**src/rtl/alu_pkg.sv**
```systemverilog
// rtl/alu_pkg.sv - shared opcodes, result-word layout and FSM encoding for the ALU sequencer
package alu_pkg;

  localparam int NIO = 8;
  localparam int NOP = 3;

  localparam logic [NOP-1:0] OP_ADD = 3'd0;
  localparam logic [NOP-1:0] OP_SUB = 3'd1;
  localparam logic [NOP-1:0] OP_MAX = 3'd2;
  localparam logic [NOP-1:0] OP_MIN = 3'd3;
  localparam logic [NOP-1:0] OP_SHL = 3'd4;
  localparam logic [NOP-1:0] OP_SHR = 3'd5;

  // Result word: {err, ov, z}
  localparam int RES_W   = NIO + 2;
  localparam int Z_LSB   = 0;
  localparam int OV_BIT  = NIO;
  localparam int ERR_BIT = NIO + 1;

  typedef enum logic {
    ST_IDLE = 1'b0,
    ST_EXEC = 1'b1
  } state_t;

  // Opcodes above OP_SHR are illegal and produce an err result.
  function automatic logic op_is_legal(input logic [NOP-1:0] op);
    return op <= OP_SHR;
  endfunction

endpackage

```
**src/rtl/alu_result_fifo.sv**
```systemverilog
// rtl/alu_result_fifo.sv - synchronous result FIFO with registered storage and occupancy count
module alu_result_fifo #(
  parameter int DEPTH = 4,
  parameter int WIDTH = 10
) (
  input  logic                     clk,
  input  logic                     rst,
  input  logic                     push,
  input  logic [WIDTH-1:0]         push_data,
  input  logic                     pop,
  output logic                     valid,
  output logic [WIDTH-1:0]         head,
  output logic [$clog2(DEPTH):0]   count
);

  localparam int AW = $clog2(DEPTH);
  localparam int CW = AW + 1;

  logic [WIDTH-1:0] mem [DEPTH];
  logic [AW-1:0]    wr_ptr;
  logic [AW-1:0]    rd_ptr;
  logic [CW-1:0]    count_q;
  logic             do_push;
  logic             do_pop;

  // A pop on an empty FIFO and a push on a full one are both dropped.
  assign do_pop  = pop && (count_q != '0);
  assign do_push = push && (count_q != CW'(DEPTH));

  // Pointer and occupancy bookkeeping; push+pop together leaves count unchanged.
  always_ff @(posedge clk) begin
    if (rst) begin
      wr_ptr  <= '0;
      rd_ptr  <= '0;
      count_q <= '0;
    end else begin
      if (do_push) wr_ptr <= wr_ptr + AW'(1);
      if (do_pop)  rd_ptr <= rd_ptr + AW'(1);
      case ({do_push, do_pop})
        2'b10:   count_q <= count_q + CW'(1);
        2'b01:   count_q <= count_q - CW'(1);
        default: count_q <= count_q;
      endcase
    end
  end

  // Storage array; no reset needed because the head is masked while empty.
  always_ff @(posedge clk) begin
    if (do_push && !rst) mem[wr_ptr] <= push_data;
  end

  assign valid = (count_q != '0);
  assign head  = valid ? mem[rd_ptr] : '0;
  assign count = count_q;

endmodule

```
**src/rtl/alu_sequencer.sv**
```systemverilog
// rtl/alu_sequencer.sv - command-driven initiator for an external 8-bit signed ALU
module alu_sequencer
  import alu_pkg::*;
#(
  parameter int nIO   = NIO,
  parameter int nOP   = NOP,
  parameter int DEPTH = 4
) (
  input  logic           clk,
  input  logic           rst,
  input  logic           cmd_valid,
  output logic           cmd_ready,
  input  logic [nOP-1:0] cmd_op,
  input  logic [nIO-1:0] cmd_a,
  input  logic [nIO-1:0] cmd_b,
  input  logic           cmd_chain,
  output logic [nIO-1:0] alu_a,
  output logic [nIO-1:0] alu_b,
  output logic [nOP-1:0] alu_op,
  input  logic [nIO-1:0] alu_z,
  input  logic           alu_ov,
  output logic           res_valid,
  input  logic           res_ready,
  output logic [nIO-1:0] res_z,
  output logic           res_ov,
  output logic           res_err,
  output logic [7:0]     ov_count
);

  localparam int CW = $clog2(DEPTH) + 1;

  state_t           state;
  state_t           state_next;
  logic             accept;
  logic             push;
  logic [nIO-1:0]   last_z;
  logic [CW-1:0]    fifo_count;
  logic [RES_W-1:0] push_word;
  logic [RES_W-1:0] head_word;
  logic             op_legal;
  logic             ov_bit;

  // Command acceptance and sequencing; a slot is reserved by requiring free space in IDLE.
  always_comb begin
    state_next = state;
    cmd_ready  = 1'b0;
    push       = 1'b0;
    case (state)
      ST_IDLE: begin
        cmd_ready = !rst && (fifo_count < CW'(DEPTH));
        if (cmd_valid && cmd_ready) state_next = ST_EXEC;
      end
      ST_EXEC: begin
        push       = 1'b1;
        state_next = ST_IDLE;
      end
      default: state_next = ST_IDLE;
    endcase
  end

  assign accept = cmd_valid && cmd_ready;

  // State register.
  always_ff @(posedge clk) begin
    if (rst) state <= ST_IDLE;
    else     state <= state_next;
  end

  // Operand/opcode registers driving the ALU; chained commands reuse the last result as A.
  always_ff @(posedge clk) begin
    if (rst) begin
      alu_a  <= '0;
      alu_b  <= '0;
      alu_op <= '0;
    end else if (accept) begin
      alu_a  <= cmd_chain ? last_z : cmd_a;
      alu_b  <= cmd_b;
      alu_op <= cmd_op;
    end
  end

  // Build the result word; overflow is only meaningful for add/sub, illegal ops report err.
  always_comb begin
    push_word = '0;
    op_legal  = op_is_legal(alu_op);
    ov_bit    = op_legal && ((alu_op == OP_ADD) || (alu_op == OP_SUB)) && (alu_ov == 1'b1);
    if (op_legal) push_word[Z_LSB +: nIO] = alu_z;
    push_word[OV_BIT]  = ov_bit;
    push_word[ERR_BIT] = !op_legal;
  end

  // Chain source and saturating overflow counter, both updated on every push.
  always_ff @(posedge clk) begin
    if (rst) begin
      last_z   <= '0;
      ov_count <= '0;
    end else if (push) begin
      last_z <= push_word[Z_LSB +: nIO];
      if (push_word[OV_BIT] && (ov_count != 8'hFF)) ov_count <= ov_count + 8'd1;
    end
  end

  alu_result_fifo #(
    .DEPTH (DEPTH),
    .WIDTH (RES_W)
  ) u_fifo (
    .clk       (clk),
    .rst       (rst),
    .push      (push),
    .push_data (push_word),
    .pop       (res_ready),
    .valid     (res_valid),
    .head      (head_word),
    .count     (fifo_count)
  );

  assign res_z   = head_word[Z_LSB +: nIO];
  assign res_ov  = head_word[OV_BIT];
  assign res_err = head_word[ERR_BIT];

endmodule

```
**config.mk**
```make
export PLATFORM = sky130hd
export DESIGN_NAME = alu_sequencer
export DESIGN_NICKNAME = d
export VERILOG_FILES = /design/src/rtl/alu_pkg.sv /design/src/rtl/alu_result_fifo.sv /design/src/rtl/alu_sequencer.sv
export SDC_FILE = /design/constraint.sdc
export NUM_CORES = 1
export LEC_CHECK = 0
export CAP_MARGIN = 25
export CORE_ASPECT_RATIO = 1.4
export CORE_UTILIZATION = 46
export DETAILED_ROUTE_END_ITERATION = 10
export GPL_TIMING_DRIVEN = 0
export PLACE_DENSITY_LB_ADDON = 0.12
export SKIP_CTS_REPAIR_TIMING = 1
export SYNTH_ARGS = -nofsm -noshare
export SYNTH_HDL_FRONTEND = slang
export SYNTH_SLANG_ARGS = --single-unit
export TNS_END_PERCENT = 30
```
**constraint.sdc**
```tcl
create_clock -name clk -period 2.1 [get_ports clk]
set_input_delay 0.42 -clock clk [delete_from_list [all_inputs] [get_ports clk]]
set_output_delay 0.42 -clock clk [all_outputs]
set_load 0.05 [all_outputs]
```
==> reports/qor.yml, run 1 <==
p_per_area_nw_per_um2: 1074
highest_layer: "met4"
num_rows: 37
slowest_stage: "mux4_2"
antenna_found_initial: 0
syn_avg_cell_area_um2: 12.35
cp-end-kind: "primary output"
tightest_slew_ns: 0.5722
antenna_left: 0
final-hold-violation-count: 0
core_um2: 7361
dieArea_um2: 8010
synth_edf_count: 40
rsz0062_at_grt: "true"
crit_fanout: 5
outcome: "complete, but fails checks"
nNetsFinal: 405
layout_setup_ws_ns: -0.07721
fillCellCount: 595
wl_met2_mm: 3.570
final_cell_mix: "clkdlybuf4s50_1 (57), dfxtp_1 (41), edfxtp_1 (40), nand2_1 (31), nor2_1 (25)"
fin_skew_ns: 0.009380
setup_violations: 9
place_congestion: 0.7515
post-place-ws_ns: -0.4116
synth_ff_type: "dfxtp_1"
critPathTopFamily: "multiplexers"
hold_slack_ns: 0.4187
final_common_cell: "clkdlybuf4s50_1"
slew_headroom: 0.6185
min_from: "rst"
cts_tree: "built"
syn-cell-area_um2: 3520
worstSetupPathType: "reg2out"
cp.required_ns: 1.68
fmax_mhz: 459.3
regArea_um2: 2110
firstDrtPassIters: 4
wl_met3_um: 408
ctsLongestPathBuffers: 2
grt_max_degree: 17
fin_crit_ns: 2.177
grt_pass1_wl_mm: 11.22
ys_async_sr_fraction: 0
start_util: 0.4782
r2r-start: "u_fifo.count[1]$_SDFFE_PP0P_"
cap_violations: 0
multi_input_area_um2: 1309
drive_gt1_frac: 0.1730
leakagePower_uw: 0.001679
io_buffers: 69
via_count: 2350
grt-ovfl-total: 0
violations: "setup timing"
clock_sinks: 85
clk_latency_ns: 0.35
grt_pass1_vias: 2346
startpoint_type: "register"
stdcell_count: 467
viasPerCell: 5.032
wl_met1_mm: 2.890
synthTopCellsByArea: "edfxtp_1 (34%), dfxtp_1 (26%), mux4_2 (6.4%)"
peakVddDrop_mv: 0.4739
hold_class: "in2reg"
cts_max_level: 3
netlist.area_leader.share: 0.3413
postSynthCellCount: 285
cts-root-buf: "clkbuf_8"
ys_seq_area_frac: 0.5972
syn_to_final_growth_pct: 30.68
ys_ff_latch: 85
ios: 72
wl_mm: 6.985
clkTransAtPathRegs_ns: 0.08
drc: 0
path_cells: "clkbuf_16 > mux4_2 > and2_1 > buf_2"
grt.total_usage: 0.1823
antennaDiodeCount: 0
synth_nets: 325
drtIter0Drc: 112
critPathMaxStageDelay_ns: 0.50
hpwl_mm: 4.849
wl_per_cell_um: 14.96
cp_num_buf_inv: 2
yosysTopAreaCell: "edfxtp_1"
fin_crit_sh: 1.037
slew_viol_final: 0
tritoncts.num_buffers: 9
synth_cell_types: 44
die-width_um: 75.93
setup-tns-final_ns: -0.2813
arrival_ns: 1.76
yosys_warnings: 0
die_h_um: 105.5
dpl.cell_count: 451
metal layers:
metal	up-vias	GRT usage
li1	1157	-
met1	1125	0.2074
met2	59	0.3175
met3	9	0.04762
met4	0	0.08791
met5	-	0
power by group:
group	internal, µW	total, µW	switching, µW
Combinational	628	1570	941
Sequential	1850	1950	97.1
Clock	811	1430	614
Total	3290	4940	1650
registers in the layout (all words and copies together), names as in the netlist, named ones only:
signal         cells
alu_op             3
state              1
alu_b              8
alu_a              8
u_fifo.rd_ptr      2
ov_count           8
u_fifo.count       3
last_z             8
u_fifo.mem        40
u_fifo.wr_ptr      2
per-stage QoR:
step                instance area, µm²  total power, µW    util
floorplan                         3520             3054       -
global placement                  4332             3504  0.5885
detailed placement                4332             3529  0.5885
CTS                               4583             4945  0.6226
global route                      4599             5152  0.6249
finish                            4599             4941  0.6249
final timing paths:
check,endpoint,depth (start not counted),slack [ns]
hold / removal,alu_a[2]$_SDFFE_PP0P_,2,0.42
setup / recovery,res_z[6],4,-0.08
setup reg to reg,u_fifo.count[2]$_SDFFE_PP0P_,7,0.02
hold reg to reg,alu_op[0]$_SDFFE_PP0P_,2,0.45
area by class of cell:
| class | instances | share of cell area |
|---|---|---|
| sequential | 85 | 0.4587 |
| timing repair buffer | 70 | 0.1477 |
| inverter | 9 | 0.007889 |
| clock buffer | 9 | 0.02693 |
| buffer | 13 | 0.02013 |
| multi-input combinational | 177 | 0.2845 |
| clock inverter | 7 | 0.02775 |
| tap | 97 | 0.02639 |
kinds of logic (layout without fill, tap and decap cells):
family / Yosys count / in the layout / share of synthesized area
AOI/OAI and AO/OA: 38 / 38 / 0.07039
xor gates and xnor gates: 10 / 10 / 0.02702
adders and majority gates: 7 / 7 / 0.02702
buffers and inverters: 23 / 108 / 0.03306
DFF: 85 / 85 / 0.5972
muxes: 21 / 21 / 0.09563
and+or+nand+nor: 101 / 101 / 0.1497
synth_stat cells (2+ instances only):
| cell type | instances |
|---|---|
| nand2b_1 | 8 |
| nand3_1 | 2 |
| xor2_1 | 8 |
| buf_2 | 3 |
| edfxtp_1 | 40 |
| a211oi_1 | 8 |
| mux4_2 | 10 |
| nand2_1 | 31 |
| nor2_1 | 25 |
| a21oi_1 | 21 |
| dfxtp_1 | 45 |
| o2111ai_1 | 2 |
| buf_1 | 2 |
| buf_6 | 3 |
| clkbuf_1 | 5 |
| ha_1 | 6 |
| mux2i_1 | 10 |
| and2_1 | 24 |
| inv_1 | 7 |
Power figures use the tool's default switching activity.
==> run 2, diff against run 1 <==
--- a/config.mk
+++ b/config.mk
@@ -9,7 +9,6 @@
 export CORE_ASPECT_RATIO = 1.4
 export CORE_UTILIZATION = 46
 export DETAILED_ROUTE_END_ITERATION = 10
-export GPL_TIMING_DRIVEN = 0
 export PLACE_DENSITY_LB_ADDON = 0.12
 export SKIP_CTS_REPAIR_TIMING = 1
 export SYNTH_ARGS = -nofsm -noshare
==> run 2 against run 1 <==
Against the previous run: the run still ends with setup timing left; combinational power grew 16%; sequential cell count is the same; setup slack gained 0.067 ns; non-clock buffer count grew 3; clock-buffer cell count is the same; clock power shrank 21%; critical path type unchanged; largest cell class unchanged; highest routed layer unchanged.
==> reports/qor.yml, run 2 (synthesis results as in run 1) <==
fmax_mhz: 473.8  # +3.2%
r2r-start: "u_fifo.count[2]$_SDFFE_PP0P_"
fillCellCount: 575  # -3.4%
cts_tree: "built"
worstHoldPathCells: 2  # unchanged
outcome: "complete, but fails checks"
hpwl_mm: 4.489  # -7.4%
firstDrtPassIters: 4  # unchanged
clk_latency_ns: 0.35  # about the same
wl_mm: 6.657  # -4.7%
cap_violations: 0  # unchanged
stdcell_count: 470  # +0.64%
top_register: "u_fifo.mem"
via_count: 2347  # -0.13%
peakVddDrop_mv: 0.6080  # +28%
stdcell_area_um2: 4679  # +1.7%
ios: 72  # unchanged
arrival_ns: 1.69  # -0.07 ns
nNetsFinal: 408  # +0.74%
cts-root-buf: "clkbuf_8"
viasPerCell: 4.994  # -0.77%
tightest_slew_ns: 0.5139  # -0.05836 ns
drtIter0Drc: 99  # -12%
worstSetupPathType: "reg2out"
p_per_area_nw_per_um2: 1044  # -2.8%
die-width_um: 75.93  # unchanged
critPathTopFamily: "multiplexers"
slowest_stage: "mux4_2"
critPathMaxStageDelay_ns: 0.49  # about the same
dieArea_um2: 8010  # unchanged
clkTransAtPathRegs_ns: 0.08  # about the same
crit_fanout: 5  # unchanged
post-place-ws_ns: -0.2344  # +0.1772 ns
rr_endpoint: "u_fifo.count[2]$_SDFFE_PP0P_"
start_util: 0.4782  # unchanged
violations: "setup timing"
final_cell_mix: "clkdlybuf4s50_1 (59), dfxtp_1 (43), edfxtp_1 (40), nand2_1 (31), nor2_1 (25)"
cp_num_buf_inv: 2  # unchanged
r2r_setup_slack_ns: 0.11  # +0.09 ns
leakagePower_uw: 0.001699  # +1.2%
fin_crit_sh: 1.005  # -0.03175
final-hold-violation-count: 0  # unchanged
die_h_um: 105.5  # unchanged
ctsLongestPathBuffers: 2  # unchanged
wl_per_cell_um: 14.16  # -5.3%
grt-ovfl-total: 0  # unchanged
drc: 0  # unchanged
rsz0062_at_grt: "true"
layout_setup_ws_ns: -0.01054  # +0.06667 ns
hold_path_end: "alu_b[3]$_SDFFE_PP0P_"
cp.required_ns: 1.68  # about the same
grt.total_usage: 0.1711  # -0.01130
place_congestion: 0.7711  # +2.6%
antenna_left: 0  # unchanged
drive_gt1_frac: 0.2038  # +0.03078
largest_register_ffs: 40  # unchanged
io_buffers: 71  # +2.9%
cp-end-kind: "primary output"
core_um2: 7361  # unchanged
grt_pass1_vias: 2280  # -2.8%
slew_viol_final: 0  # unchanged
tritoncts.num_buffers: 9  # unchanged
setup_violations: 2  # -7
grt_max_degree: 33  # +16
reg2reg_depth: 8  # +1
path_cells: "clkbuf_16 > mux4_2 > and2_4 > buf_6"
antennaDiodeCount: 0  # unchanged
num_rows: 37  # unchanged
slew_headroom: 0.6563  # +0.03784
placed_cell_area_um2: 4372  # +0.92%
fin_crit_ns: 2.111  # -0.06667 ns
fin_skew_ns: 0.01236  # +0.002982 ns
cts_max_level: 3  # unchanged
antenna_found_initial: 0  # unchanged
hold_class: "reg2reg"
clock_sinks: 85  # unchanged
syn_to_final_growth_pct: 32.95
grt_pass1_wl_mm: 10.58  # -5.7%
dpl.cell_count: 453  # +0.44%
min_from: "alu_b[3]$_SDFFE_PP0P_"
final_common_cell: "clkdlybuf4s50_1"
startpoint_type: "register"
-- run 2: cell types whose count changed in the layout (fill, tap and decap cells not counted), sizes merged --
cell / delta
buf: +7
clkbuf: -5
clkinvlp: +3
bufinv: -2
clkdlybuf4s50: +2
inv: -2
clkinv: +1
dlymetal6s2s: -1
-- run 2: where the power goes --
group          internal [µW]  switching [µW]
combinational            843             979
clock                    552             580
sequential              1850            85.9
-- run 2: layer usage --
| metal | up-vias | part of all wire | routed length [µm] | track usage |
|---|---|---|---|---|
| met4 | 0 | 0.018 | 120 | 0.08654 |
| met1 | 1113 | 0.42 | 2795 | 0.1975 |
| met2 | 63 | 0.51 | 3366 | 0.2896 |
| met3 | 8 | 0.056 | 375 | 0.04848 |
| li1 | 1163 | - | - | - |
| met5 | - | 0 | 0 | 0 |
-- run 2: how the worst max path moves through the flow --
| stage | start | end | slack, ns | depth (start not counted) |
|---|---|---|---|---|
| CTS | register | res_z[7] | -0.07 | 4 |
| global placement | res_ready | u_fifo.count[2]$_SDFFE_PP0P_ | -0.16 | 8 |
| global route | register | res_z[4] | -0.07 | 4 |
| floorplan | u_fifo.count[2]$_SDFFE_PP0P_ | res_ov | 0.02 | 3 |
| detailed placement | res_ready | u_fifo.count[2]$_SDFFE_PP0P_ | -0.23 | 8 |
| finish | register | res_z[4] | -0.01 | 4 |
-- run 2: layout make-up --
type                            count  area [µm²]  share of cell area
Multi-Input combinational cell    177        1326              0.2834
Clock buffer                        9       123.9             0.02647
Clock inverter                      7       72.57             0.01551
Timing Repair Buffer               86       892.1              0.1906
Sequential cell                    85        2107              0.4503
Inverter                            9       36.28            0.007754
Tap cell                           97       121.4             0.02594
-- run 2: tightest hold or removal path: cells and delay by family, from the launching register on --
kind               cells  cell delay, ns
and+or+nand+nor        1            0.05
DFF                    1            0.32
AOI/OAI and AO/OA      1            0.05
-- run 2: metrics by stage --
step	hold slack [ns]	setup TNS [ns]	util	power [µW]
final	0.4591	-0.01121	0.6357	4887
after detailed placement	0.4496	-0.2344	0.5939	3547
after global routing	0.4882	-0.4750	0.6357	5108
after global placement	0.4415	-0.1624	0.5939	3536
after CTS	0.4630	-0.4730	0.6206	4670
after floorplan	0.4492	0	-	3054
==> run 3, diff against run 2 <==
--- a/config.mk
+++ b/config.mk
@@ -9,6 +9,7 @@
 export CORE_ASPECT_RATIO = 1.4
 export CORE_UTILIZATION = 46
 export DETAILED_ROUTE_END_ITERATION = 10
+export HOLD_SLACK_MARGIN = 0.12
 export PLACE_DENSITY_LB_ADDON = 0.12
 export SKIP_CTS_REPAIR_TIMING = 1
 export SYNTH_ARGS = -nofsm -noshare
==> results of run 3 <==
The final DEF is identical to that of run 2; final timing and power are the same.
